--- config.mk ---
export PLATFORM = sky130hd
export DESIGN_NAME = io_trace_capture
export DESIGN_NICKNAME = d
export VERILOG_FILES = /design/src/rtl/io_trace_capture.sv
export SDC_FILE = /design/constraint.sdc
export NUM_CORES = 1
export LEC_CHECK = 0
export CAP_MARGIN = 10
export CORE_ASPECT_RATIO = 0.7
export CORE_MARGIN = 2
export CORE_UTILIZATION = 30
export CTS_CLUSTER_DIAMETER = 50
export CTS_CLUSTER_SIZE = 28
export DETAILED_ROUTE_END_ITERATION = 10
export DONT_BUFFER_PORTS = 1
export GPL_ROUTABILITY_DRIVEN = 0
export HOLD_SLACK_MARGIN = 0.02
export PLACE_DENSITY = 0.42
export SKIP_CTS_REPAIR_TIMING = 1
export SLEW_MARGIN = 20
export SYNTH_ARGS = -nofsm -noshare
export SYNTH_HDL_FRONTEND = slang
export SYNTH_SLANG_ARGS = --single-unit
--- constraint.sdc ---
create_clock -name wb_clk_i -period 12.46 [get_ports wb_clk_i]
set_input_delay 1.869 -clock wb_clk_i [delete_from_list [all_inputs] [get_ports wb_clk_i]]
set_output_delay 1.869 -clock wb_clk_i [all_outputs]
set_load 0.02 [all_outputs]
--- src/rtl/io_trace_capture.sv ---
// io_trace_capture: timestamps changes on masked io_out pads into a FIFO read over Wishbone.
// Define IO_TRACE_TRIGGER_EN to add the ARMED state and the TRIG_MASK/TRIG_VAL pattern trigger.
module io_trace_capture #(
  parameter logic [31:0] BASE_ADDR = 32'h3000_0600,
  parameter int          PADS      = 38,
  parameter int          DEPTH     = 16,
  parameter int          TS_WIDTH  = 26
) (
  input  logic            wb_clk_i,
  input  logic            wb_rst_i,
  input  logic            wbs_stb_i,
  input  logic            wbs_cyc_i,
  input  logic            wbs_we_i,
  input  logic [3:0]      wbs_sel_i,
  input  logic [31:0]     wbs_adr_i,
  input  logic [31:0]     wbs_dat_i,
  output logic            wbs_ack_o,
  output logic [31:0]     wbs_dat_o,
  input  logic [PADS-1:0] io_sample,
  output logic            capturing
);

  localparam int AW = $clog2(DEPTH);
  localparam logic [AW:0] FULL_COUNT = (AW+1)'(DEPTH);

`ifdef IO_TRACE_TRIGGER_EN
  typedef enum logic [1:0] {IDLE = 2'd0, CAPTURE = 2'd1, ARMED = 2'd2} state_t;
`else
  typedef enum logic [1:0] {IDLE = 2'd0, CAPTURE = 2'd1} state_t;
`endif

  state_t state, state_nxt;

  logic                enable;
  logic [PADS-1:0]     mask;
  logic [PADS-1:0]     prev;
  logic [TS_WIDTH-1:0] ts;
  logic [63:0]         mem [DEPTH];
  logic [AW-1:0]       wr_ptr, rd_ptr;
  logic [AW:0]         count;
  logic                overflow;
  logic                busy;
`ifdef IO_TRACE_TRIGGER_EN
  logic [31:0]         trig_mask, trig_val;
  logic                trig_hit;
`endif

  logic [7:0]      offset;
  logic            in_window, mapped, accept, wr_ok;
  logic            do_clear, pop_req, do_pop, push_req, do_push;
  logic            empty, full;
  logic [PADS-1:0] chg;
  logic [63:0]     entry, head;
  logic [31:0]     rd_data;

  assign offset    = wbs_adr_i[7:0];
  assign in_window = (wbs_adr_i[31:8] == BASE_ADDR[31:8]);

  always_comb begin
    mapped = 1'b0;
    case (offset)
      8'h00, 8'h04, 8'h08, 8'h0C, 8'h10, 8'h14: mapped = in_window;
`ifdef IO_TRACE_TRIGGER_EN
      8'h18, 8'h1C: mapped = in_window;
`endif
      default: mapped = 1'b0;
    endcase
  end

  // busy holds off re-acceptance until the master drops its strobe
  assign accept   = wbs_cyc_i & wbs_stb_i & ~busy & mapped;
  assign wr_ok    = accept & wbs_we_i & (wbs_sel_i == 4'hF);
  assign do_clear = wr_ok & (offset == 8'h00) & wbs_dat_i[1];
  assign pop_req  = accept & ~wbs_we_i & (offset == 8'h14);

  assign empty    = (count == '0);
  assign full     = (count == FULL_COUNT);
  assign chg      = (io_sample ^ prev) & mask;
  assign push_req = (state == CAPTURE) && (chg != '0) && !do_clear;
  assign do_pop   = pop_req && !empty;
  assign do_push  = push_req && (!full || do_pop);
  assign entry    = 64'({ts, io_sample});
  assign head     = empty ? '0 : mem[rd_ptr];

  assign capturing = (state == CAPTURE);

`ifdef IO_TRACE_TRIGGER_EN
  assign trig_hit = ((io_sample[31:0] ^ trig_val) & trig_mask) == '0;
`endif

  always_comb begin
    rd_data = '0;
    case (offset)
      8'h00: rd_data = {31'd0, enable};
      8'h04: rd_data = mask[31:0];
      8'h08: rd_data = 32'(mask[PADS-1:32]);
      8'h0C: rd_data = {13'd0, overflow, full, empty, 9'd0, 7'(count)};
      8'h10: rd_data = head[31:0];
      8'h14: rd_data = head[63:32];
`ifdef IO_TRACE_TRIGGER_EN
      8'h18: rd_data = trig_mask;
      8'h1C: rd_data = trig_val;
`endif
      default: rd_data = '0;
    endcase
  end

  always_comb begin
    state_nxt = state;
    case (state)
`ifdef IO_TRACE_TRIGGER_EN
      IDLE:    if (enable) state_nxt = ARMED;
      ARMED:   if (!enable) state_nxt = IDLE;
               else if (trig_hit) state_nxt = CAPTURE;
`else
      IDLE:    if (enable) state_nxt = CAPTURE;
`endif
      CAPTURE: if (!enable) state_nxt = IDLE;
      default: state_nxt = IDLE;
    endcase
  end

  always_ff @(posedge wb_clk_i or posedge wb_rst_i) begin
    if (wb_rst_i) begin
      wbs_ack_o <= 1'b0;
      wbs_dat_o <= '0;
      busy      <= 1'b0;
      enable    <= 1'b0;
      mask      <= '0;
`ifdef IO_TRACE_TRIGGER_EN
      trig_mask <= '0;
      trig_val  <= '0;
`endif
    end else begin
      wbs_ack_o <= accept;
      wbs_dat_o <= (accept && !wbs_we_i) ? rd_data : '0;
      if (accept) busy <= 1'b1;
      else if (!(wbs_cyc_i && wbs_stb_i)) busy <= 1'b0;
      if (wr_ok) begin
        case (offset)
          8'h00: enable <= wbs_dat_i[0];
          8'h04: mask[31:0] <= wbs_dat_i;
          8'h08: mask[PADS-1:32] <= wbs_dat_i[PADS-33:0];
`ifdef IO_TRACE_TRIGGER_EN
          8'h18: trig_mask <= wbs_dat_i;
          8'h1C: trig_val <= wbs_dat_i;
`endif
          default: ;
        endcase
      end
    end
  end

  always_ff @(posedge wb_clk_i or posedge wb_rst_i) begin
    if (wb_rst_i) begin
      state    <= IDLE;
      prev     <= '0;
      ts       <= '0;
      wr_ptr   <= '0;
      rd_ptr   <= '0;
      count    <= '0;
      overflow <= 1'b0;
    end else begin
      state <= state_nxt;
      prev  <= io_sample;
      if (((state != CAPTURE) && (state_nxt == CAPTURE)) || do_clear) ts <= '0;
      else if (state == CAPTURE) ts <= ts + 1'b1;
      if (do_clear) begin
        wr_ptr   <= '0;
        rd_ptr   <= '0;
        count    <= '0;
        overflow <= 1'b0;
      end else begin
        if (do_push) wr_ptr <= wr_ptr + 1'b1;
        if (do_pop) rd_ptr <= rd_ptr + 1'b1;
        if (do_push && !do_pop) count <= count + 1'b1;
        else if (!do_push && do_pop) count <= count - 1'b1;
        // a full-FIFO push only survives when the same cycle frees a slot
        if (push_req && !do_push) overflow <= 1'b1;
      end
    end
  end

  always_ff @(posedge wb_clk_i) begin
    if (do_push) mem[wr_ptr] <= entry;
  end

endmodule

# Yosys cells after proc, flatten, opt, wreduce, memory -nomap -nowiden
# Memories as Yosys holds them, arrays and structs flattened.
# Cells that the tools add are included.
# op_classes
n_mux,22
eq_ne,12
reduce_logical,31
bitwise,13
n_addsub,5
# op_table
op,count
32-bit case mux with 6 select lines,1
64-bit 2-to-1 mux,1
26-bit 2-to-1 mux,2
38-bit bitwise AND,1
38-bit nonzero test,1
38-bit XOR,1
32-bit 2-to-1 mux,1
26-bit by 1-bit adder with 26-bit output (second input constant),1
24-bit by 22-bit equality test with 1-bit output (second input constant),1
8-bit by 4-bit equality test with 1-bit output (second input constant),2
8-bit by 5-bit equality test with 1-bit output (second input constant),2
4-bit 2-to-1 mux,4
5-bit 2-to-1 mux,3
1-bit logical AND,10
1-bit bitwise AND,9
4-bit by 1-bit adder with 4-bit output (second input constant),2
8-bit by 3-bit equality test with 1-bit output (second input constant),1
8-bit zero test,1
2-bit nonzero test,4
1-bit 2-to-1 mux,7
1-bit zero test,6
2-bit AND reduction,3
6-bit OR reduction,1
5-bit by 1-bit adder with 5-bit output (second input constant),1
other kinds (13),17
# totals
register_bits,153
output_inout_bits,34
mem_count,1
word_cells,97
inputBits,111
ramBits,1024
# memory_table
name,depth,width,rd,rd_ports_with_merged_regs,wr,line_no,text
mem,16,64,1,0,1,38,logic [63:0] mem [DEPTH];

# Logic depth before layout (Yosys ltp)
# Gate-level depths: netlist (run 1).
# logic_depth
depth_word,16
mapped_depth,15
depth_no_buf,13

# Worst setup path after synthesis (run 1)
# OpenSTA, ideal clock, no wires.
# synth_path
path_type,input port to flip-flop
startpoint,input wbs_adr_i[8]
endpoint,memory mem[10][0] (enable)
setup_time_ps,429
path_buffers,1
path_stages,8
arrival_ps,5519
required_ps,12031
path_slack_ps,6512
path_cell_list,or4b_1 > or4_4 > or4_4 > nand2_4 > and3_1 > buf_4 > and3_4 > and2_1
# synth_between
elab_chain_cells,12
elab_cells_between_ends,16
classes_between,eq/ne (1); mux (3); bitwise (7); reduce/logical (5)
# synth_lines
element,line_no,text
"start, declared",15,"input logic [31:0] wbs_adr_i,"
24-bit by 22-bit equality test with 1-bit output (*),57,assign in_window = (wbs_adr_i[31:8] == BASE_ADDR[31:8]);
1-bit 2-to-1 mux (*),61,case (offset)
1-bit bitwise AND (*),71,assign accept = wbs_cyc_i & wbs_stb_i & ~busy & mapped;
1-bit bitwise AND (2 in a row),72,assign wr_ok = accept & wbs_we_i & (wbs_sel_i == 4'hF);
1-bit bitwise AND (2 in a row),73,assign do_clear = wr_ok & (offset == 8'h00) & wbs_dat_i[1];
1-bit zero test,79,assign push_req = (state == CAPTURE) && (chg != '0) && !do_clear;
1-bit logical AND,79,
1-bit logical AND (*),81,assign do_push = push_req && (!full || do_pop);
1-bit 2-to-1 mux (*),185,if (do_push) mem[wr_ptr] <= entry;
1-bit 2-to-1 mux (not written as such) (*),185,
"end, declared",38,
# Every way passes the cells marked *; elsewhere a longest branch is shown, timed or not.

# Worst setup path in the final report (run 1)
# layout_path
startpoint,input wbs_adr_i[8]
endpoint,memory mem[1][14] (enable)
# Same word-level chain as after synthesis.

==> impl_metrics.tcl, run 1 <==
set metrics [dict create \
    drc 0 \
    seq_area_frac_synth_pct 76.3 \
    cp_cell_sequence "or4b_1 -> or4_4 -> or4_4 -> nand2_4 -> nand2_4 -> nor4_2 -> and2_4 -> buf_4" \
    powerDensity_nw_per_um2 153 \
    drive_above_1_share_pct 28.9 \
    critical_path_class "in -> reg" \
    synth_top_cells_by_area "edfxtp_1 68%, mux4_2 16%, dfrtp_1 8.4%" \
    slew_headroom_pct 29.3 \
    die_w_um 469 \
    vias 20800 \
    overflow 0 \
    die-area_um2 154000 \
    async_flop_share_pct 13.0 \
    cts_buffer_depth 3 \
    worstPathArrival_ns 5.67 \
    power.static_leakage_nw 14.3 \
    wl_per_cell_um 29.6 \
    grt_use_total_pct 16.2 \
    place_area_um2 47800 \
    fin_area_um2 51800 \
    synth_edf_count 1024 \
    htreeDepth 3 \
    worstPathRequired_ns 12.78 \
    grt_pass1_vias 22000 \
    hold_class "reg -> reg" \
    netlist.area_leader.share_pct 67.8 \
    status "complete, no violations" \
    cts_tree "built" \
    dp.cells 3975 \
    routed_wl_um 124000 \
    worst_path_max_delay_cell "buf_4" \
    synth.distinct_cells 53 \
    syn_nets 2167 \
    area_growth_pct 14.3 \
    grt_max_degree 112 \
    initialDrtViolationCount 1859 \
    dr.pass1.iters 5 \
    rsz0062_at_grt "no" \
    row_count 119 \
    clk_latency_ns 0.74 \
    setup_violations 0 \
    tightest_slew_ns 1.06 \
    synth_flop_cell "edfxtp_1" \
    setup.worst_path.start_class "primary input" \
    syn_inst 2045 \
    instances_no_fill 4190 \
    fillerInstances 13800 \
    endpoint_kind "register" \
    dp_hpwl_um 75300 \
    clock-sinks 1177 \
    ir_worst_vdd_mv 0.115 \
    critical_path.max_stage_delay_ns 0.77 \
    clkSlewWorstSetupHoldPaths_ns 0.07 \
    io_pins 145 \
    numCtsBuffers 114 \
    maxCapViolations 0 \
    fin_crit_sh_pct 43.0 \
    core_area_um2 150000 \
    crit_family "simple AND/OR/NAND/NOR gates" \
    root_buffer "clkbuf_16" \
    slew_violations 0 \
    postSynthRegisterBits 1177 \
    hold_viol 0 \
    final_antenna_net_count 0 \
    skew_ns 0.0473 \
    via_per_inst 4.97 \
    avgSynthCellArea_um2 22.2 \
    finalPower_mw 7.94 \
    diodes 0 \
    port_buffers 0 \
    post-route-min-period_ns 5.35 \
    worstPathMaxFanout 41 \
    yosys-top-cells-count "1,024 x edfxtp_1, 320 x mux4_2, 153 x dfrtp_1, 74 x clkbuf_1, 59 x xor2_1" \
    initial_core_util_pct 30.2 \
    yosys_warnings 0 \
    grt_pass1_wl_um 176000 \
    fmax_mhz 187 \
    setup_tns_ns 0 \
    die_h_um 329 \
    syn-cell-area_um2 45300 \
    antenna_found_initial 9 \
    critPathBufInv 1 \
    num-nets-final 2218 \
    synth_top_cell_by_area "edfxtp_1" \
    synth.most_common_cell "edfxtp_1" \
    utilization_pct 34.5 \
]
layer usage:
metal / routed length, µm / vias up / global-route usage, %
met5: 23 / - / 0
met4: 2150 / 4 / 3.11
met3: 5120 / 146 / 2.92
met2: 61900 / 439 / 27.3
met1: 55100 / 11600 / 22.2
li1: - / 8668 / -
sequential cells by signal, summed over array words and instances (netlist names):
signal and flops:
state 2, wr_ptr 4, rd_ptr 4, ts 26, overflow 1, wbs_dat_o 32
wbs_ack_o 1, prev 38, count 5, mask 38, busy 1, mem 1024
enable 1
kinds of logic (layout without fill, tap and decap cells):
| group | after synthesis | in the layout | share of synthesized area (%) |
|---|---|---|---|
| compound gates | 104 | 104 | 1.58 |
| xor+xnor | 71 | 71 | 1.37 |
| fa+ha+maj | 11 | 11 | 0.320 |
| buf+inv | 109 | 258 | 0.939 |
| flops | 1177 | 1177 | 76.3 |
| mux | 371 | 371 | 17.2 |
| other cells | 1 | 1 | 0.00827 |
| simple gates | 201 | 201 | 2.34 |
layout make-up:
cell class / instances / area, µm² / area share (%)
clock buffers: 135 / 3080 / 5.94
clock inverters: 79 / 876 / 1.69
inverters: 7 / 33.8 / 0.0652
multi-input cells: 759 / 10400 / 20.1
flip-flops and latches: 1177 / 34600 / 66.8
well taps: 1996 / 2500 / 4.82
repair buffers: 37 / 314 / 0.606
through the flow:
step                      hold slack, ns  setup WS [ns]
after detailed placement           0.437           6.37
after global routing               0.476           6.86
final                              0.449           7.11
after floorplan                    0.415           6.47
after CTS                          0.448           7.09
after global placement             0.433           6.42
power by group:
group,switching [mW],leakage [nW],internal [mW]
combinational,0.0233,2.67,0.00845
sequential,0.00281,9.67,4.26
clock,1.65,1.93,2.00
total,1.67,14.3,6.27
placed cells by master, fill, tap and decap left out, drive strengths merged, types with 3 or more instances in the layout:
cell type  count
o21ai          3
clkinvlp       7
edfxtp      1024
xor2          59
and2          11
nor2          56
or3            4
xnor2         12
clkinv        25
nand3         16
nor3           4
and4           6
clkbuf       135
bufinv         8
a21o           4
nor4          10
dfrtp        153
nand4         12
mux2i          6
nand2         52
ha            10
a22o          11
and4b          5
buf           37
a21oi         33
a22oi         38
mux4         320
mux2          45
a221oi         7
and3           9
inv           46
or4            4
final timing paths:
check	startpoint	endpoint	depth (start not counted)	slack, ns
min in group asynchronous	wb_rst_i	ts[2]	1	0.98
hold reg to reg	state[1]	state[0]	1	0.45
hold / removal	state[1]	state[0]	1	0.45
setup / recovery	wbs_adr_i[8]	mem[1][14]	8	7.11
max in group asynchronous	wb_rst_i	prev[18]	2	10.39
setup reg to reg	rd_ptr[0]	wbs_dat_o[20]	7	7.27
No activity file was read; power rests on OpenSTA's default activity.
==> run 2, diff against run 1 <==
PLACE_DENSITY = 0.43   (was 0.42)
clock period = 4.8 ns   (was 12.46 ns; I/O delays follow)
==> run 2 against run 1 <==
  * Die area did not move
  * Clock skew rose by 0.0063 ns
  * Largest power group unchanged
  * Via count rose by 4.3%
  * Worst hold slack got worse by 0.36 ns
  * Largest cell class unchanged
==> impl_metrics.tcl, run 2 (synthesis gave the netlist of run 1 again) <==
set metrics [dict create \
    hold_class "in -> reg" \
    final_antenna_net_count 0 \
    r2r-start "busy" \
    grt_pass1_vias 22300 \
    r2r_end "count[4]" \
    die-area_um2 154000 \
    drive_above_1_share_pct 29.2 \
    worstPathMaxFanout 13 \
    post-route-min-period_ns 3.99 \
    io_pins 145 \
    die_w_um 469 \
    clock-sinks 1177 \
    clkSlewWorstSetupHoldPaths_ns 0.08 \
    setup_tns_ns 0 \
    status "complete, no violations" \
    fin_crit_sh_pct 83.1 \
    slew_violations 0 \
    overflow 0 \
    final_common_cell "edfxtp_1" \
    power.static_leakage_nw 14.6 \
    vias 21700 \
    clk_latency_ns 0.75 \
    r2r_setup_slack_ns 0.81 \
    dp.cells 4014 \
    numCtsBuffers 106 \
    worstPathRequired_ns 5.41 \
    ir_worst_vdd_mv 0.288 \
    slew_headroom_pct 34.4 \
    initial_core_util_pct 30.2 \
    initialDrtViolationCount 2339 \
    min_from "io_sample[1]" \
    port_buffers 0 \
    most-common-layout-cells "1,024 x edfxtp_1, 320 x mux4_2, 149 x dfrtp_1" \
    place_area_um2 48600 \
    skew_ns 0.0536 \
    setup.worst_path.start_class "register" \
    cts_tree "built" \
    holdWs_ns 0.0848 \
    via_per_inst 5.10 \
    regMostFlops "mem" \
    grt_use_total_pct 16.8 \
    maxCapViolations 0 \
    reg_top3 "mem: 1024 flops, mask: 38 flops, prev: 38 flops" \
    drc 0 \
    routed_wl_um 132000 \
    tightest_slew_ns 0.984 \
    cts_buffer_depth 3 \
    instances_no_fill 4263 \
    grt_max_degree 82 \
    grt_pass1_wl_um 180000 \
    dp_hpwl_um 76000 \
    worstPathArrival_ns 4.60 \
    row_count 119 \
    root_buffer "clkbuf_16" \
    core_area_um2 150000 \
    rr_worst_depth 12 \
    wl_per_cell_um 31.1 \
    powerDensity_nw_per_um2 382 \
    holdPathEnd "mem[2][1]" \
    dr.pass1.iters 5 \
    fin_area_um2 52800 \
    antenna_found_initial 21 \
    rsz0062_at_grt "no" \
    setup_violations 0 \
    endpoint_kind "register" \
    die_h_um 329 \
    fillerInstances 13700 \
    num-nets-final 2294 \
    area_growth_pct 16.5 \
    hold_viol 0 \
    largest_reg_flops 1024 \
    critical_path_class "reg -> reg" \
    hold_depth 0 \
    htreeDepth 3 \
    fmax_mhz 251 \
]
[run 2: cell type report]
cell class | count | area, µm² | share of cell area (%)
Antenna cell | 3 | 7.51 | 0.0142
Clock buffer | 114 | 2690 | 5.10
Clock inverter | 86 | 970 | 1.84
Inverter | 7 | 30.0 | 0.0569
Multi-Input combinational cell | 759 | 10400 | 19.7
Sequential cell | 1177 | 34600 | 65.5
Tap cell | 1996 | 2500 | 4.73
Timing Repair Buffer | 121 | 1600 | 3.03
[run 2: worst max-delay path: stages, from the launching register on]
cell     delay [ns]
dfrtp_1        0.39
or4b_1         0.56
or4_4          0.52
or4_4          0.65
nand2_4        0.14
and3_1         0.18
nand2_1        0.17
fa_1           0.45
a21o_1         0.20
a21o_1         0.20
and3_1         0.18
o31ai_1        0.19
a21oi_1        0.06
[run 2: routing by layer]
layer / wire length [µm] / up-vias / share of wire [%] / GRT usage (%)
li1: - / 8837 / - / -
met1: 58100 / 12100 / 44 / 23.6
met2: 62600 / 686 / 47 / 26.7
met3: 9200 / 146 / 6.9 / 3.81
met4: 2610 / 4 / 2.0 / 3.59
met5: 20 / - / 0.015 / 0
[run 2: worst max-delay path by stage]
stage,from,endpoint,slack [ns],cells past startpoint
after floorplan,wbs_adr_i[8],mem[8][0],0.001,8
after global placement,wbs_adr_i[8],count[4],0.42,12
after detailed placement,wbs_adr_i[8],count[4],0.50,12
after CTS,busy,count[4],0.81,12
after global routing,busy,count[4],0.62,12
final,busy,count[4],0.81,12
[run 2: where the power goes]
group          leakage, nW  internal, mW  switching, mW  total, mW
Sequential            9.67          11.1        0.00697       11.1
Clock                 1.75          4.65           4.30       8.95
Combinational         3.18        0.0477          0.103      0.150
Total                 14.6          15.8           4.41       20.2
[run 2: stage by stage]
stage	utilization [%]	total power, mW	setup WS [ns]
after global placement	32.4	11.4	0.425
after detailed placement	32.4	11.4	0.503
after global routing	35.1	20.8	0.618
after CTS	34.8	20.4	0.811
after floorplan	-	11.4	0.00102
final	35.1	20.2	0.813
